$ cat src/rtl/mdl_pg_phaseacc.sv
// Phase generator accumulator: applies MUL to the per-slot increment and keeps a
// 20-bit phase per operator slot in a 32-entry circular shift register.
module mdl_pg_phaseacc (
  input  logic        i_EMUCLK,
  input  logic        i_MRST_n,
  input  logic        i_phi1_PCEN_n,
  input  logic        i_phi1_NCEN_n,
  input  logic        i_CYCLE_00,
  input  logic [16:0] i_PHASE_INCR,
  input  logic [3:0]  i_MUL,
  input  logic        i_PHASE_RST,
  input  logic        i_TEST_PGRST,
  output logic [9:0]  o_OP_PHASEDATA,
  output logic [4:0]  o_SLOT_IDX
);
  localparam int SLOTS   = 32;
  localparam int PHASE_W = 20;

  // MUL==0 means x0.5; otherwise the 21-bit product loses its top bit.
  function automatic logic [PHASE_W-1:0] mul_trunc(input logic [16:0] incr,
                                                   input logic [3:0]  mul);
    logic [PHASE_W-1:0] prod;
    if (mul == 4'd0)
      prod = {4'b0, incr[16:1]};
    else
      prod = 20'(incr) * 20'(mul);
    return prod;
  endfunction

  function automatic logic [PHASE_W-1:0] phase_next(input logic               rst,
                                                    input logic [PHASE_W-1:0] old_phase,
                                                    input logic [PHASE_W-1:0] prod);
    return rst ? '0 : old_phase + prod;
  endfunction

  logic w_tick;
  logic w_unused_pcen;
  assign w_tick        = ~i_phi1_NCEN_n;
  assign w_unused_pcen = i_phi1_PCEN_n;

  logic [16:0]        r_incr_p1;
  logic [3:0]         r_mul_p1;
  logic               r_rst_p1;
  logic [4:0]         r_slot_p1;
  logic [PHASE_W-1:0] r_prod_p2;
  logic               r_rst_p2;
  logic [4:0]         r_slot_p2;
  logic [PHASE_W-1:0] r_ring [SLOTS];
  logic [9:0]         r_phase_p3;
  logic [4:0]         r_slot_p3;
  logic [PHASE_W-1:0] w_new_phase;

  // Tap 31 holds the value written for this same slot 32 ticks ago.
  assign w_new_phase = phase_next(r_rst_p2, r_ring[SLOTS-1], r_prod_p2);

  always_ff @(posedge i_EMUCLK) begin
    if (!i_MRST_n) begin
      r_incr_p1  <= '0;
      r_mul_p1   <= '0;
      r_rst_p1   <= 1'b0;
      r_slot_p1  <= '0;
      r_prod_p2  <= '0;
      r_rst_p2   <= 1'b0;
      r_slot_p2  <= '0;
      r_phase_p3 <= '0;
      r_slot_p3  <= '0;
      for (int i = 0; i < SLOTS; i++) r_ring[i] <= '0;
    end else if (w_tick) begin
      // S1: input capture; the S1 slot register doubles as the slot counter
      r_incr_p1 <= i_PHASE_INCR;
      r_mul_p1  <= i_MUL;
      r_rst_p1  <= i_PHASE_RST | i_TEST_PGRST;
      r_slot_p1 <= i_CYCLE_00 ? 5'd0 : r_slot_p1 + 5'd1;
      // S2: frequency multiply
      r_prod_p2 <= mul_trunc(r_incr_p1, r_mul_p1);
      r_rst_p2  <= r_rst_p1;
      r_slot_p2 <= r_slot_p1;
      // S3: accumulate, write ring head, register outputs
      for (int i = SLOTS-1; i > 0; i--) r_ring[i] <= r_ring[i-1];
      r_ring[0]  <= w_new_phase;
      r_phase_p3 <= w_new_phase[PHASE_W-1:PHASE_W-10];
      r_slot_p3  <= r_slot_p2;
    end
  end

  assign o_OP_PHASEDATA = r_phase_p3;
  assign o_SLOT_IDX     = r_slot_p3;
endmodule

$ cat config.mk
export PLATFORM = sky130hd
export DESIGN_NAME = mdl_pg_phaseacc
export DESIGN_NICKNAME = d
export VERILOG_FILES = /design/src/rtl/mdl_pg_phaseacc.sv
export SDC_FILE = /design/constraint.sdc
export NUM_CORES = 1
export LEC_CHECK = 0
export CORE_MARGIN = 2
export CORE_UTILIZATION = 58
export DETAILED_ROUTE_END_ITERATION = 8
export PLACE_DENSITY = 0.76
export SYNTH_ARGS = -nofsm -noshare
export SYNTH_HDL_FRONTEND = slang
export SYNTH_SLANG_ARGS = --single-unit
$ cat constraint.sdc
create_clock -name i_EMUCLK -period 27.4 [get_ports i_EMUCLK]
set_clock_uncertainty 0.15 [all_clocks]
set_input_delay 8.22 -clock i_EMUCLK [delete_from_list [all_inputs] [get_ports i_EMUCLK]]
set_output_delay 8.22 -clock i_EMUCLK [all_outputs]
set_load 0.1 [all_outputs]
==> flow_summary.json <==
{
  "drv_cap": 0,
  "finalSetupViolCount": 0,
  "p_leak_nw": 12.9,
  "grtUsageMet1_pct": 27.0,
  "die_h_um": 228,
  "finalWeightedCongestion": 0.853,
  "worstReg2RegStart": "r_mul_p1[3]",
  "die_w_um": 228,
  "synth-edff-count": 640,
  "cp.required_ns": 27.48,
  "n_fill_cell": 3583,
  "drt_iter0_drc": 1038,
  "synth_xor_area_share_pct": 0.934,
  "syn_nets": 2125,
  "cts_tree": "yes",
  "final_common_cell": "and2_1",
  "synthAdderAreaFrac_pct": 3.98,
  "dieArea_sq_um": 51900,
  "tns_ns": 0,
  "cts_htree_levels": 3,
  "outcome": "finished, final reports clean",
  "wl_per_cell_um": 16.4,
  "postCtsResizedCells": 0,
  "clock-sinks": 708,
  "core_sq_um": 49900,
  "maxSlewViolCount": 0,
  "synth.mux.area_fraction_pct": 1.14,
  "drive_gt1_share_pct": 5.99,
  "power_density_nw_per_um2": 71.9,
  "grt_usage_pct": 17.8,
  "hpwl_mm": 25.0,
  "endpoint_kind": "flip-flop",
  "async_flop_share_pct": 0,
  "grt_overflow": 0,
  "syn_to_final_growth_pct": 11.4,
  "rows": 82,
  "root_buffer": "clkbuf_16",
  "drc": 0,
  "criticalPathCategory": "input port to flip-flop",
  "grt_use_met3_pct": 3.61,
  "clock_latency_ns": 0.60,
  "seq_area_frac_synth_pct": 70.8,
  "worstMarginPinSlew_ns": 1.28,
  "drt-pass1-iter-count": 5,
  "top_usage_layer": "met1",
  "hp-class": "flip-flop to flip-flop",
  "p_total_mw": 2.33,
  "grt_antenna_before_repair": 1,
  "mostFrequentLayoutCells": "and2_1, edfxtp_1, clkbuf_16",
  "grt_max_degree": 375,
  "cts.clk_slew.worst_paths_ns": 0.06,
  "cts_setup_buffers": 0,
  "antenna-diode-count": 0,
  "netlist_area_sq_um": 29100,
  "arrival_ns": 12.98,
  "hold_viol_final": 0,
  "routed_via_density": 5.19,
  "startpoint_type": "input port",
  "synthSimpleGateAreaFrac_pct": 17.6,
  "cp_max_fo": 181,
  "synth_top_flop_cell": "edfxtp_1",
  "synth_seq_cells": 708,
  "synth_top_family_by_area": "simple AND/OR/NAND/NOR gates",
  "rsz0062_at_grt": "no",
  "grt_pass1_wl_mm": 74.5,
  "synth.distinct_cells": 58,
  "fin_crit_sh_pct": 47.1,
  "min_from": "o_OP_PHASEDATA[8]",
  "drt_wl_total_mm": 45.4,
  "grt_use_met2_pct": 25.1,
  "min_period_ns": 12.90,
  "max_freq_mhz": 77.5,
  "yosys_warnings": 0,
  "clockBufferDepth": 3,
  "fin_nets": 2149,
  "io_pins": 43,
  "grt_pass1_vias": 14400,
  "postCtsHoldBufs": 0,
  "io_buffers": 41,
  "crit_path_start": "i_MRST_n",
  "synth_cells": 2023,
  "drtAntennaViolNets": 0,
  "synth_compound_area_share_pct": 3.37,
  "syn_area_per_cell_sq_um": 14.4,
  "cts_buffers": 73,
  "peakVddDrop_uv": 65.8,
  "num_vias": 14400,
  "timing.slew.headroom_pct": 14.8,
  "start_util_pct": 58.3
}
## layer usage
metal / vias to the layer above / part of all wire [%] / routed length [um]
met5: - / 0.029 / 13
met4: 2 / 4.0 / 1800
met3: 107 / 3.4 / 1550
met2: 189 / 43 / 19500
met1: 7097 / 50 / 22500
li1: 7013 / - / -
## logic make-up after synthesis
logic type,count (synthesis)
flops,708
compound gates,144
xor+xnor,31
simple gates,860
mux,33
buf+inv,173
fa+ha+maj,74
## critical path, stage by stage
cell and delay (ns):
clkdlybuf4s50_1 0.40, buf_4 0.27, and2_1 0.48, inv_8 0.74, buf_12 0.64, buf_4 0.96, buf_4 0.87
## metrics by stage
step / cells / hold slack, ns / worst slack, ns / area (sq um) / util [%]
6_report: 2776 / 0.306 / 14.50 / 32400 / 65.0
4_1_cts: 2776 / 0.308 / 14.54 / 32400 / 65.0
3_5_place_dp: 2644 / 0.294 / 13.85 / 30100 / 60.3
3_3_place_gp: 2644 / 0.288 / 13.95 / 30100 / 60.3
5_1_grt: 2776 / 0.336 / 14.08 / 32400 / 65.0
2_1_floorplan: 2023 / 0.280 / 5.12 / 29100 / -
## worst paths after layout
kind / to / slack, ns / cells past startpoint
max: r_ring[4][48] / 14.50 / 7
min reg2reg: o_OP_PHASEDATA[8] / 0.31 / 1
min: o_OP_PHASEDATA[8] / 0.31 / 1
max reg2reg: r_prod_p2[18] / 23.09 / 13
## synth_stat cells (all sizes together), types with 2 or more instances
cell type	n	area [sq um]
a21oi	42	210
a31oi	5	31.3
a22o	6	52.6
a211oi	7	57.6
o211ai	5	37.5
edfxtp	640	19200
inv	69	259
nand2b	3	18.8
nor3	8	40.0
nor2	35	131
ha	43	538
o31ai	3	22.5
o2111ai	2	17.5
a21o	15	115
xnor2	22	193
o211a	4	40.0
xor2	9	78.8
nor2b	44	275
or2	2	12.5
clkbuf	99	372
a2111oi	2	17.5
nand4	8	50.1
and2	673	4210
mux2i	33	330
o21a	4	31.3
a221oi	3	50.1
fa	31	621
o311ai	2	17.5
or3	3	18.8
a211o	3	26.3
o21bai	4	30.0
buf	5	20.0
nand3	14	70.1
nand2	64	243
o21ai	26	130
dfxtp	68	1360
a21boi	2	15.0
and3	3	18.8
## layout make-up
class | instances | area, sq um | area share, %
clock inverters | 43 | 374 | 1.15
clock buffers | 89 | 1950 | 6.03
flip-flops and latches | 708 | 20600 | 63.5
well taps | 672 | 841 | 2.60
multi-input cells | 1142 | 7860 | 24.3
inverters | 69 | 267 | 0.823
repair buffers | 53 | 520 | 1.61
## power breakdown
group | switching, mW | internal, mW
sequential | 0.0216 | 1.24
clock | 0.398 | 0.557
combinational | 0.0718 | 0.0368
## sequential cells by signal, indices dropped and copies added (netlist names), 4 cells and up
| register | flops |
|---|---|
| r_ring | 640 |
| r_prod_p2 | 20 |
| r_incr_p1 | 17 |
| o_OP_PHASEDATA | 10 |
| o_SLOT_IDX | 5 |
| r_slot_p1 | 5 |
| r_slot_p2 | 5 |
| r_mul_p1 | 4 |
Power figures use the tool's default switching activity.
